`config.mk`:
```
export PLATFORM = sky130hd
export DESIGN_NAME = wave_play_sequencer_flat
export DESIGN_NICKNAME = d
export VERILOG_FILES = /design/src/rtl/wave_pkg.sv /design/src/rtl/wave_play_sequencer_if.sv /design/src/rtl/wave_sw_sync.sv /design/src/rtl/wave_play_sequencer.sv /design/src/flat_wrapper.sv
export SDC_FILE = /design/constraint.sdc
export NUM_CORES = 1
export LEC_CHECK = 0
export ABC_AREA = 0
export BUFFER_PORTS_ARGS = -buffer_cell sky130_fd_sc_hd__buf_4
export CAP_MARGIN = 25
export CELL_PAD_IN_SITES_DETAIL_PLACEMENT = 1
export CELL_PAD_IN_SITES_GLOBAL_PLACEMENT = 1
export CORE_MARGIN = 1
export CORE_UTILIZATION = 40
export DETAILED_ROUTE_END_ITERATION = 8
export PLACE_DENSITY_LB_ADDON = 0.1
export SLEW_MARGIN = 40
export SYNTH_ARGS = -nofsm -noshare
export SYNTH_HDL_FRONTEND = slang
export SYNTH_SLANG_ARGS = --single-unit
```
`constraint.sdc`:
```
create_clock -name clk -period 2.3 [get_ports clk]
set_input_delay 0.115 -clock clk [delete_from_list [all_inputs] [get_ports clk]]
set_output_delay 0.115 -clock clk [all_outputs]
set_load 0.1 [all_outputs]
```
`src/rtl/wave_pkg.sv`:
```
`default_nettype none
// ============================================================================
// Module   : wave_pkg
// Purpose  : Mode codes, sweep constants and FSM state type shared by the
//            waveform playback sequencer.
// Revision : 1.0 - initial release
// ============================================================================
package wave_pkg;

    localparam logic [3:0] MODE_NONE   = 4'b0000;
    localparam logic [3:0] MODE_SINE   = 4'b0001;
    localparam logic [3:0] MODE_TRI    = 4'b0010;
    localparam logic [3:0] MODE_SQUARE = 4'b0100;
    localparam logic [3:0] MODE_FM     = 4'b1000;

    localparam int N_SAMPLES     = 256;
    localparam int SETTLE_CYCLES = 2;

    typedef enum logic [1:0] {
        ST_IDLE   = 2'd0,
        ST_LOAD   = 2'd1,
        ST_SETTLE = 2'd2,
        ST_PLAY   = 2'd3
    } state_t;

    function automatic logic is_valid_mode(input logic [3:0] v);
        return (v == MODE_SINE) || (v == MODE_TRI) ||
               (v == MODE_SQUARE) || (v == MODE_FM);
    endfunction

endpackage
`default_nettype wire

```
`src/rtl/wave_play_sequencer_if.sv`:
```
`default_nettype none
// ============================================================================
// Module   : wave_play_sequencer_if
// Purpose  : Sample-address stream from the sequencer to the DAC path.
// Revision : 1.0 - initial release
// ============================================================================
interface wave_play_sequencer_if;

    logic [7:0] sample_addr;
    logic       sample_valid;
    logic       sample_ready;
    logic       wrap;

    modport master (
        output sample_addr,
        output sample_valid,
        output wrap,
        input  sample_ready
    );

    modport slave (
        input  sample_addr,
        input  sample_valid,
        input  wrap,
        output sample_ready
    );

endinterface
`default_nettype wire

```
`src/rtl/wave_sw_sync.sv`:
```
`default_nettype none
// ============================================================================
// Module   : wave_sw_sync
// Purpose  : Two-flop synchronizer for the mode switches, with an optional
//            stability filter enabled by WAVE_PLAY_SEQ_DEBOUNCE_EN.
// Revision : 1.0 - initial release
// ============================================================================
module wave_sw_sync #(
    parameter int DEBOUNCE_CYCLES = 50000
) (
    input  wire logic       clk,
    input  wire logic       rst,
    input  wire logic [3:0] sw_raw,
    output logic      [3:0] sw_stable
);

    logic [3:0] r_meta;
    logic [3:0] r_sync;

    always_ff @(posedge clk or posedge rst) begin
        if (rst) begin
            r_meta <= 4'b0000;
            r_sync <= 4'b0000;
        end else begin
            r_meta <= sw_raw;
            r_sync <= r_meta;
        end
    end

`ifdef WAVE_PLAY_SEQ_DEBOUNCE_EN
    localparam int c_CNT_W = $clog2(DEBOUNCE_CYCLES + 1);

    logic [3:0]         r_cand;
    logic [3:0]         r_stable;
    logic [c_CNT_W-1:0] r_cnt;

    // Any change of the synchronized value restarts the stability count.
    always_ff @(posedge clk or posedge rst) begin
        if (rst) begin
            r_cand   <= 4'b0000;
            r_stable <= 4'b0000;
            r_cnt    <= '0;
        end else if (r_sync != r_cand) begin
            r_cand <= r_sync;
            r_cnt  <= '0;
        end else if (r_cnt == c_CNT_W'(DEBOUNCE_CYCLES - 1)) begin
            r_stable <= r_cand;
        end else begin
            r_cnt <= r_cnt + c_CNT_W'(1);
        end
    end

    assign sw_stable = r_stable;
`else
    logic w_unused_debounce;

    assign w_unused_debounce = (DEBOUNCE_CYCLES != 0);
    assign sw_stable         = r_sync;
`endif

endmodule
`default_nettype wire

```
`src/rtl/wave_play_sequencer.sv`:
```
`default_nettype none
// ============================================================================
// Module   : wave_play_sequencer
// Purpose  : Selects the converter mode from the switches and streams buffer
//            addresses 0..255 at a programmable rate (WAVE_PLAY_SEQ_DEBOUNCE_EN
//            adds switch debounce inside wave_sw_sync).
// Revision : 1.0 - initial release
// ============================================================================
module wave_play_sequencer
    import wave_pkg::*;
#(
    parameter int DIV_W           = 16,
    parameter int DEBOUNCE_CYCLES = 50000
) (
    input  wire logic             clk,
    input  wire logic             rst,
    input  wire logic [3:0]       sw_raw,
    input  wire logic             enable,
    input  wire logic [DIV_W-1:0] rate_div,
    output logic      [3:0]       conv_sel,
    output logic                  conv_load,
    output logic                  busy,
    output logic                  mode_err,
    output logic                  underrun,
    wave_play_sequencer_if.master smp
);

    localparam logic [7:0] c_LAST_ADDR  = 8'(N_SAMPLES - 1);
    localparam logic [1:0] c_SETTLE_END = 2'(SETTLE_CYCLES - 1);

    logic [3:0] w_sw;

    wave_sw_sync #(
        .DEBOUNCE_CYCLES (DEBOUNCE_CYCLES)
    ) u_sw_sync (
        .clk       (clk),
        .rst       (rst),
        .sw_raw    (sw_raw),
        .sw_stable (w_sw)
    );

    state_t           r_state, w_state_nx;
    logic [3:0]       r_conv_sel, w_conv_sel_nx;
    logic             r_conv_load, w_conv_load_nx;
    logic [7:0]       r_addr, w_addr_nx;
    logic             r_valid, w_valid_nx;
    logic             r_wrap, w_wrap_nx;
    logic             r_busy, w_busy_nx;
    logic             r_mode_err, w_mode_err_nx;
    logic             r_underrun, w_underrun_nx;
    logic [3:0]       r_target, w_target;
    logic             r_exit, w_exit_nx;
    logic [DIV_W-1:0] r_cnt, w_cnt_nx;
    logic [1:0]       r_settle, w_settle_nx;

    logic w_valid_sw;
    logic w_change;
    logic w_hs;
    logic w_tick;
    logic w_load;
    logic w_play;

    always_ff @(posedge clk or posedge rst) begin
        if (rst) begin
            r_state <= ST_IDLE;
        end else begin
            r_state <= w_state_nx;
        end
    end

    always_comb begin
        w_valid_sw     = is_valid_mode(w_sw);
        // Last valid switch value wins; invalid values leave the target alone.
        w_target       = w_valid_sw ? w_sw : r_target;
        w_change       = (w_target != r_conv_sel);
        w_hs           = r_valid & smp.sample_ready;
        // >= keeps the counter bounded if rate_div is lowered mid-period.
        w_tick         = (r_cnt >= rate_div);

        w_state_nx     = r_state;
        w_conv_sel_nx  = r_conv_sel;
        w_conv_load_nx = 1'b0;
        w_addr_nx      = r_addr;
        w_valid_nx     = r_valid;
        w_wrap_nx      = 1'b0;
        w_mode_err_nx  = ~w_valid_sw;
        w_underrun_nx  = r_underrun;
        w_exit_nx      = r_exit;
        w_cnt_nx       = r_cnt;
        w_settle_nx    = r_settle;
        w_load         = 1'b0;
        w_play         = 1'b0;

        case (r_state)
            ST_IDLE: begin
                if (enable && (w_target != MODE_NONE)) begin
                    w_load = 1'b1;
                end
            end
            ST_LOAD: begin
                w_state_nx  = ST_SETTLE;
                w_settle_nx = 2'd0;
            end
            ST_SETTLE: begin
                if (r_settle == c_SETTLE_END) begin
                    if (!enable) begin
                        w_state_nx = ST_IDLE;
                    end else if (w_change) begin
                        w_load = 1'b1;
                    end else begin
                        w_play = 1'b1;
                    end
                end else begin
                    w_settle_nx = r_settle + 2'd1;
                end
            end
            ST_PLAY: begin
                if (w_hs) begin
                    w_valid_nx = 1'b0;
                    w_addr_nx  = r_addr + 8'd1;
                    w_wrap_nx  = (r_addr == c_LAST_ADDR);
                end
                if (!enable || w_change || r_exit) begin
                    if (!r_valid || w_hs) begin
                        w_exit_nx = 1'b0;
                        if (enable) begin
                            w_load = 1'b1;
                        end else begin
                            w_state_nx = ST_IDLE;
                        end
                    end else begin
                        w_exit_nx = 1'b1;
                    end
                end else begin
                    w_cnt_nx = w_tick ? '0 : r_cnt + DIV_W'(1);
                    // A tick coinciding with acceptance is dropped silently;
                    // only a sample left waiting counts as an underrun.
                    if (w_tick) begin
                        if (!r_valid) begin
                            w_valid_nx = 1'b1;
                        end else if (!w_hs) begin
                            w_underrun_nx = 1'b1;
                        end
                    end
                end
            end
            default: begin
                w_state_nx = ST_IDLE;
            end
        endcase

        if (w_load) begin
            w_state_nx     = ST_LOAD;
            w_conv_sel_nx  = w_target;
            w_conv_load_nx = 1'b1;
            w_addr_nx      = 8'd0;
            w_valid_nx     = 1'b0;
            w_underrun_nx  = 1'b0;
            w_exit_nx      = 1'b0;
        end
        // Entering PLAY acts as the preloaded first tick.
        if (w_play) begin
            w_state_nx = ST_PLAY;
            w_valid_nx = 1'b1;
            w_cnt_nx   = '0;
        end

        w_busy_nx = (w_state_nx != ST_IDLE);
    end

    always_ff @(posedge clk or posedge rst) begin
        if (rst) begin
            r_conv_sel  <= MODE_NONE;
            r_conv_load <= 1'b0;
            r_addr      <= 8'd0;
            r_valid     <= 1'b0;
            r_wrap      <= 1'b0;
            r_busy      <= 1'b0;
            r_mode_err  <= 1'b0;
            r_underrun  <= 1'b0;
            r_target    <= MODE_NONE;
            r_exit      <= 1'b0;
            r_cnt       <= '0;
            r_settle    <= 2'd0;
        end else begin
            r_conv_sel  <= w_conv_sel_nx;
            r_conv_load <= w_conv_load_nx;
            r_addr      <= w_addr_nx;
            r_valid     <= w_valid_nx;
            r_wrap      <= w_wrap_nx;
            r_busy      <= w_busy_nx;
            r_mode_err  <= w_mode_err_nx;
            r_underrun  <= w_underrun_nx;
            r_target    <= w_target;
            r_exit      <= w_exit_nx;
            r_cnt       <= w_cnt_nx;
            r_settle    <= w_settle_nx;
        end
    end

    assign conv_sel         = r_conv_sel;
    assign conv_load        = r_conv_load;
    assign busy             = r_busy;
    assign mode_err         = r_mode_err;
    assign underrun         = r_underrun;
    assign smp.sample_addr  = r_addr;
    assign smp.sample_valid = r_valid;
    assign smp.wrap         = r_wrap;

endmodule
`default_nettype wire

```
`src/flat_wrapper.sv`:
```
// flat-port wrapper written by rule: the top's interface ports become plain ports
module wave_play_sequencer_flat import wave_pkg::*;
#(
    parameter int DIV_W           = 16,
    parameter int DEBOUNCE_CYCLES = 50000
)
  (clk, rst, sw_raw, enable, rate_div, conv_sel, conv_load, busy, mode_err, underrun, smp_sample_addr, smp_sample_valid, smp_wrap, smp_sample_ready);
  wave_play_sequencer_if smp_i ();
  input  wire logic clk;
  input  wire logic rst;
  input  wire logic [3:0] sw_raw;
  input  wire logic enable;
  input  wire logic [DIV_W-1:0] rate_div;
  output logic      [3:0] conv_sel;
  output logic conv_load;
  output logic busy;
  output logic mode_err;
  output logic underrun;
  output wire logic [$bits(smp_i.sample_addr)-1:0] smp_sample_addr;
  output wire logic [$bits(smp_i.sample_valid)-1:0] smp_sample_valid;
  output wire logic [$bits(smp_i.wrap)-1:0] smp_wrap;
  input wire logic [$bits(smp_i.sample_ready)-1:0] smp_sample_ready;
  assign smp_sample_addr = smp_i.sample_addr;
  assign smp_sample_valid = smp_i.sample_valid;
  assign smp_wrap = smp_i.wrap;
  assign smp_i.sample_ready = smp_sample_ready;
  wave_play_sequencer #(.DIV_W(DIV_W), .DEBOUNCE_CYCLES(DEBOUNCE_CYCLES)) u_core (.clk(clk), .rst(rst), .sw_raw(sw_raw), .enable(enable), .rate_div(rate_div), .conv_sel(conv_sel), .conv_load(conv_load), .busy(busy), .mode_err(mode_err), .underrun(underrun), .smp(smp_i));
endmodule
```
==> run_results.csv, run 1 <==
group,metric,value,unit
yosys,synth_cell_types,58,
power,p_leak,0.002095,uW
global_routing,gr-usage-met2,39.77,%
placement,globalplace.congestion,0.8532,
route,wire_per_inst,17.15,microns
cells_and_area,area_growth,38.42,%
die,design.core.area,7447,sq um
sta,grt_setup_unrepaired,"true",
die,start_util,42.29,%
sta,finalSetupViolations,28,
global_routing,grtUsageTotal,23.74,%
route,via_per_inst,5.391,
sta,fin_ws,-0.2063,ns
route,antenna_left,0,
worst_setup_path,critical_path_class,"reg2reg",
yosys,synth_area_per_cell,9.317,sq um
cts,clockBufferDepth,2,
route,drt_pass1_iterations,4,
die,die-area,8232,sq um
sta,maxSlewHeadroom,60.12,%
cts,cts.sinks,51,
route,wirelength,9.295,mm
yosys,syn_area,3149,sq um
route,num_vias,2922,
cts,cts_root_buffer,"clkbuf_8",
yosys,async_reset_ff_share,100.0,%
global_routing,grt_overflow,0,
run_status,violations,"setup timing",
sta,max_freq,399.0,MHz
global_routing,grtUsageMet1,31.24,%
global_routing,top_usage_layer,"met2",
cells_and_area,fin_util,58.53,%
die,io_pins,42,
sta,fin_crit_sh,109.0,%
cells_and_area,antenna_cells,0,
sta,fin_worst_skew,0.008472,ns
placement,dpl.hpwl,6.118,mm
placement,place_ws,-0.3452,ns
power,irDropWorstVdd,0.3348,mV
yosys,synth-seq-cells,51,
worst_setup_path,startpoint_type,"flop",
cts,h-tree-depth,2,
yosys,ys_warn_count,0,
sta,tightest_slew,0.5974,ns
global_routing,grt_pass1_wl,15.55,mm
cells_and_area,layout_common_cells,"buf_4, dfrtp_1, nor2_1",
cells_and_area,nFillCells,876,
yosys,synthCells,338,
die,rows,31,
die,die_h,90.73,microns
route,drc,0,
sta,period_minus_slack,2.506,ns
worst_setup_path,cp-end-kind,"flop",
cells_and_area,final_common_cell,"buf_4",
power,cellPowerDensity,799.2,nW/um^2
worst_setup_path,worstPathArrival,2.71,ns
global_routing,grt.met3_usage,3.704,%
global_routing,grt_pass1_vias,3118,
run_status,outcome,"finished, violations left",
yosys,ys_seq_area_share,40.52,%
cts,tritoncts,"done",
yosys,synth_nets,381,
flow_run,maxCapViolCount,0,
cells_and_area,nNetsFinal,485,
yosys,synth_edf_count,0,
sta,hold_viol,0,
yosys,synth_top_flop_cell,"dfrtp_1",
cells_and_area,final_layout_size_suffix_gt1_share,35.67,%
cts,clk_pin_slew,0.10,ns
sta,slew_violations,0,
route,first_iter_violations,117,
global_routing,grt_start_max_net_pins,27,
cts,cts_buffers,5,
cts,clock_latency,0.31,ns
worst_setup_path,worstPathMaxFanout,5,
die,dieWidth,90.73,microns
min_path,min_path_type,"in2reg",
placement,portBuffers,41,
worst_setup_path,required,2.50,ns
global_routing,antenna_found_initial,0,
## logic make-up after synthesis
logic type	Yosys count	share of synthesized area [%]
fa+ha+maj	19	7.549
xor+xnor	10	2.781
mux	6	2.543
buf+inv	38	5.602
flops	51	40.52
simple gates	131	21.45
compound gates	83	19.55
## worst paths after layout
check | start | end | slack, ns | cells after the start
worst max-delay path | u_core.u_sw_sync.sw_stable[2] | u_core.conv_sel[2] | -0.21 | 8
worst min-delay path | enable | u_core.r_state[0] | 0.17 | 3
worst max register to register | u_core.u_sw_sync.sw_stable[2] | u_core.conv_sel[2] | -0.21 | 8
worst min register to register | u_core.u_sw_sync.r_meta[0] | u_core.u_sw_sync.sw_stable[0] | 0.37 | 0
max in group asynchronous | rst | u_core.conv_sel[2] | 1.31 | 4
min in group asynchronous | rst | u_core.smp.sample_addr[6] | 0.43 | 3
## sequential cells by signal, indices dropped and copies added, names as in the netlist
| signal | cells |
|---|---|
| u_core.busy | 1 |
| u_core.underrun | 1 |
| u_core.r_exit | 1 |
| u_core.r_state | 2 |
| u_core.conv_load | 1 |
| u_core.u_sw_sync.r_meta | 4 |
| u_core.u_sw_sync.sw_stable | 4 |
| u_core.smp.wrap | 1 |
| u_core.mode_err | 1 |
| u_core.r_target | 4 |
| u_core.conv_sel | 4 |
| u_core.smp.sample_addr | 8 |
| u_core.r_cnt | 16 |
| u_core.r_settle | 2 |
| u_core.smp.sample_valid | 1 |
## what timing repair did
action                                  4_1_cts  5_1_grt
buffers inserted                             10        2
endpoints found under the setup margin       34       34
resized for setup                            30       23
pin swaps                                     9        1
endpoints found under the hold margin        29        0
hold buffers                                  5        0
cloned                                        0        1
## per-layer routing
metal  part of all wire (%)  vias to the layer above
met1                     47                     1443
met2                     49                       42
met3                    2.4                       14
met4                    1.6                        0
li1                       -                     1423
met5                      0                        -
## cell usage after synthesis (6+ instances only)
library cell  instances  share of area [%]
a21oi_1              13                2.1
nand2b_1              7                1.4
nor4_1                8                1.6
xnor2_1               6                1.7
nor3_1               10                1.6
inv_1                27                3.2
dfrtp_1              51                 41
and3_1                9                1.8
nand2_1              26                3.1
a22o_1                7                1.9
o21ai_0              23                3.7
ha_1                 19                7.5
nor2_1               30                3.6
nand3_1              15                2.4
## stage by stage
step / hold slack (ns) / power (uW) / std cells / area [sq um] / setup TNS (ns)
3_5_place_dp: 0.2250 / 2554 / 516 / 3902 / -7.788
3_3_place_gp: 0.2238 / 2514 / 516 / 3902 / -4.056
4_1_cts: 0.1721 / 3401 / 539 / 4279 / -1.152
6_report: 0.1724 / 3484 / 542 / 4359 / -3.518
2_1_floorplan: 0.1464 / 2143 / 338 / 3166 / -2.194
5_1_grt: 0.2074 / 3666 / 542 / 4359 / -6.030
## power breakdown
group          switching, uW  leakage (uW)  total, uW  internal (uW)
Combinational            980       0.00138       1570            595
Sequential               135      0.000655       1160           1020
Clock                    320     0.0000644        753            434
## final cells by class
type / count / area, sq um / area share [%]
repair buffers: 107 / 844.6 / 19.37
inverters: 27 / 101.3 / 2.325
multi-input cells: 250 / 1867 / 42.82
well taps: 99 / 123.9 / 2.842
clock buffers: 5 / 68.82 / 1.579
flip-flops and latches: 51 / 1286 / 29.51
clock inverters: 3 / 67.56 / 1.550
## critical path: stages, from the launching register on
cell      delay [ns]
dfrtp_2         0.44
buf_6           0.13
a21oi_2         0.17
o22ai_1         0.11
or3_4           0.37
or3_4           0.42
a311oi_4        0.29
o21ai_4         0.15
mux2_4          0.32
No activity file was read; power rests on OpenSTA's default activity.
==> run 2, diff against run 1 <==
--- a/config.mk
+++ b/config.mk
@@ -5,13 +5,13 @@
 export SDC_FILE = /design/constraint.sdc
 export NUM_CORES = 1
 export LEC_CHECK = 0
-export ABC_AREA = 0
+export ABC_AREA = 1
 export BUFFER_PORTS_ARGS = -buffer_cell sky130_fd_sc_hd__buf_4
 export CAP_MARGIN = 25
 export CELL_PAD_IN_SITES_DETAIL_PLACEMENT = 1
 export CELL_PAD_IN_SITES_GLOBAL_PLACEMENT = 1
 export CORE_MARGIN = 1
-export CORE_UTILIZATION = 40
+export CORE_UTILIZATION = 39
 export DETAILED_ROUTE_END_ITERATION = 8
 export PLACE_DENSITY_LB_ADDON = 0.1
 export SLEW_MARGIN = 40
==> run 2 against run 1 <==
Compared with the run above:
- the flow now finishes without violations
- sequential cell count stayed put
- core utilization decreased by 10 points
- sequential share of layout area is 2.2 points higher
- synthesized area rose by 6.9%
- combinational power grew 31%
- largest power group unchanged
- highest routed layer unchanged
==> run_results.csv, run 2 <==
group,metric,value,unit
placement,dpl.hpwl,6.582,mm
worst_setup_path,worstPathArrival,2.35,ns
yosys,synth_cell_types,40,
cells_and_area,nFillCells,1033,
power,irDropWorstVdd,0.4219,mV
power,p_leak,0.002128,uW
worst_setup_path,startpoint_type,"flop",
sta,tightest_slew,0.5344,ns
min_path,holdPathStages,4,
worst_setup_path,critical_path_class,"reg2reg",
sta,max_freq,468.8,MHz
yosys,ys_seq_area_share,37.90,%
yosys,yosysTopAreaCellShare,37.90,%
die,start_util,40.57,%
yosys,synth_top_flop_cell,"dfrtp_1",
placement,place_ws,-0.06097,ns
cts,clk_pin_slew,0.09,ns
min_path,hold_path_end,"u_core.r_exit",
global_routing,grt_overflow,0,
route,wirelength,8.668,mm
global_routing,antenna_found_initial,0,
die,rows,33,
route,antenna_left,0,
route,num_vias,3053,
cts,h-tree-depth,2,
worst_setup_path,reg2regPathDepth,12,
sta,slew_violations,0,
sta,maxSlewHeadroom,64.32,%
cells_and_area,area_growth,19.55,%
yosys,syn_area,3367,sq um
yosys,synth-seq-cells,51,
yosys,synth_edf_count,0,
sta,fin_worst_skew,0.008693,ns
yosys,synth_most_common_cell,"nand2_1",
sta,fin_crit_sh,92.74,%
yosys,synth_area_per_cell,7.960,sq um
yosys,synth_area_leaders,"dfrtp_1, nand2_1, inv_1",
power,cellPowerDensity,984.7,nW/um^2
die,die-area,9009,sq um
cts,tritoncts,"done",
cells_and_area,final_layout_size_suffix_gt1_share,20.04,%
worst_setup_path,r2r-start,"u_core.u_sw_sync.sw_stable[0]",
worst_setup_path,cp-end-kind,"flop",
global_routing,grt_start_max_net_pins,26,
yosys,synth_nets,466,
die,io_pins,42,
cells_and_area,largest_reg_flops,16,
sta,grt_setup_unrepaired,"true",
worst_setup_path,worstPathMaxFanout,13,
global_routing,grtUsageTotal,21.12,%
cells_and_area,layout_common_cells,"nand2_1, inv_1, buf_4",
die,die_h,94.92,microns
cells_and_area,fin_util,48.50,%
run_status,outcome,"completed",
cts,cts_root_buffer,"clkbuf_8",
route,first_iter_violations,72,
yosys,yosys-top-cells-count,"nand2_1, inv_1, dfrtp_1, nand3_1, nor2_1",
cells_and_area,multi_input_area,1769,sq um
sta,fin_setup_tns,0,ns
worst_setup_path,reg2reg_slack,0.17,ns
route,drt_pass1_iterations,6,
cells_and_area,final_common_cell,"nand2_1",
sta,fin_hold_ws,0.1740,ns
min_path,min_path_type,"in2reg",
worst_setup_path,crit_start,"u_core.u_sw_sync.sw_stable[0]",
cts,clock_latency,0.31,ns
sta,period_minus_slack,2.133,ns
global_routing,grt_pass1_vias,3098,
route,wire_per_inst,14.84,microns
cells_and_area,antenna_cells,0,
cells_and_area,nNetsFinal,522,
global_routing,grt_pass1_wl,14.82,mm
yosys,ys_warn_count,0,
placement,globalplace.congestion,0.8507,
cts,post-cts-setup-buffers,0,
placement,portBuffers,41,
yosys,async_reset_ff_share,100.0,%
flow_run,maxCapViolCount,0,
yosys,synthCells,423,
die,dieWidth,94.92,microns
cts,cts.sinks,51,
cts,cts_buffers,5,
cells_and_area,top_register,"u_core.r_cnt",
worst_setup_path,r2r_end,"u_core.r_cnt[6]",
route,drc,0,
die,design.core.area,8299,sq um
sta,finalSetupViolations,0,
cts,clockBufferDepth,2,
cells_and_area,seqCellArea,1276,sq um
sta,hold_viol,0,
min_path,worst_hold_startpoint,"smp_sample_ready",
route,via_per_inst,5.228,
yosys,synth_area_leader_cell,"dfrtp_1",
sta,fin_ws,0.1670,ns
worst_setup_path,required,2.51,ns
## run 2: cell types whose count changed in the layout (fill, tap and decap cells not counted), sizes merged, moves of 5 or more
cell,before,now
inv,27,73
nand4,4,22
a22o,7,0
and3,9,0
buf,102,54
nand3,15,56
a21oi,13,19
nand2,26,84
nor4,8,3
nand2b,7,0
## run 2: worst max-delay path by stage
stage                            to  slack (ns)  depth (start not counted)
floorplan           u_core.r_cnt[8]        0.05                         10
global placement    u_core.r_cnt[8]        0.12                         12
detailed placement  u_core.r_cnt[6]       -0.06                         12
CTS                 u_core.r_cnt[6]        0.01                         11
global route        u_core.r_cnt[9]      -0.004                         13
finish              u_core.r_cnt[6]        0.17                         12
## run 2: report_power, final
part	switching, uW	internal, uW	total [uW]	leakage, uW
registers	197	1090	1280	0.000624
clock network	298	320	618	0.0000513
logic	1400	660	2060	0.00145
total	1900	2060	3960	0.00213
## run 2: metal layers
| layer | vias up | routed length [microns] | track usage, % |
|---|---|---|---|
| li1 | 1508 | - | - |
| met1 | 1504 | 4030 | 26.99 |
| met2 | 34 | 4374 | 37.53 |
| met3 | 7 | 174 | 2.576 |
| met4 | 0 | 89 | 5.303 |
| met5 | - | 0 | 0 |
## run 2: cells by family (layout without fill, tap and decap cells)
logic type / Yosys count / count (layout) / share of synthesized area (%)
and+or+nand+nor: 205 / 206 / 32.52
buffers and inverters: 85 / 140 / 10.78
AOI/OAI and AO/OA: 53 / 53 / 9.105
DFF: 51 / 51 / 37.90
adders and majority gates: 19 / 19 / 7.061
xor gates and xnor gates: 9 / 9 / 2.341
muxes: 1 / 1 / 0.2973
## run 2: through the flow
step	cell area (sq um)	instances	total power, uW
5_1_grt	4025	584	4284
2_1_floorplan	3367	423	2788
3_3_place_gp	3831	571	3291
6_report	4025	584	3964
3_5_place_dp	3831	571	3345
4_1_cts	4006	584	3994
## run 2: critical path: stages (launching register included)
cell and delay, ns:
dfrtp_1 0.43, nor2_2 0.21, nand3_4 0.16, nand3b_1 0.15, nand3_1 0.08, nand2_1 0.07, nand2_1 0.08, inv_2 0.11
nand4_4 0.11, or2_4 0.34, nand2_8 0.15, nand3_1 0.08, o21ai_0 0.10
## run 2: final cells by class
class	instances	share of cell area, %
Tap cell	105	3.264
Inverter	74	6.901
Clock buffer	6	1.803
Clock inverter	1	0.7460
Multi-Input combinational cell	288	43.95
Timing Repair Buffer	59	11.63
Sequential cell	51	31.71
## run 2: repair_timing
action                                 4_1_cts  5_1_grt
setup endpoints to repair                    9       18
gates cloned                                 1        0
endpoints found under the hold margin       27        0
pin swaps                                    2        0
hold buffers                                 5        0
gates resized for setup                      3        3
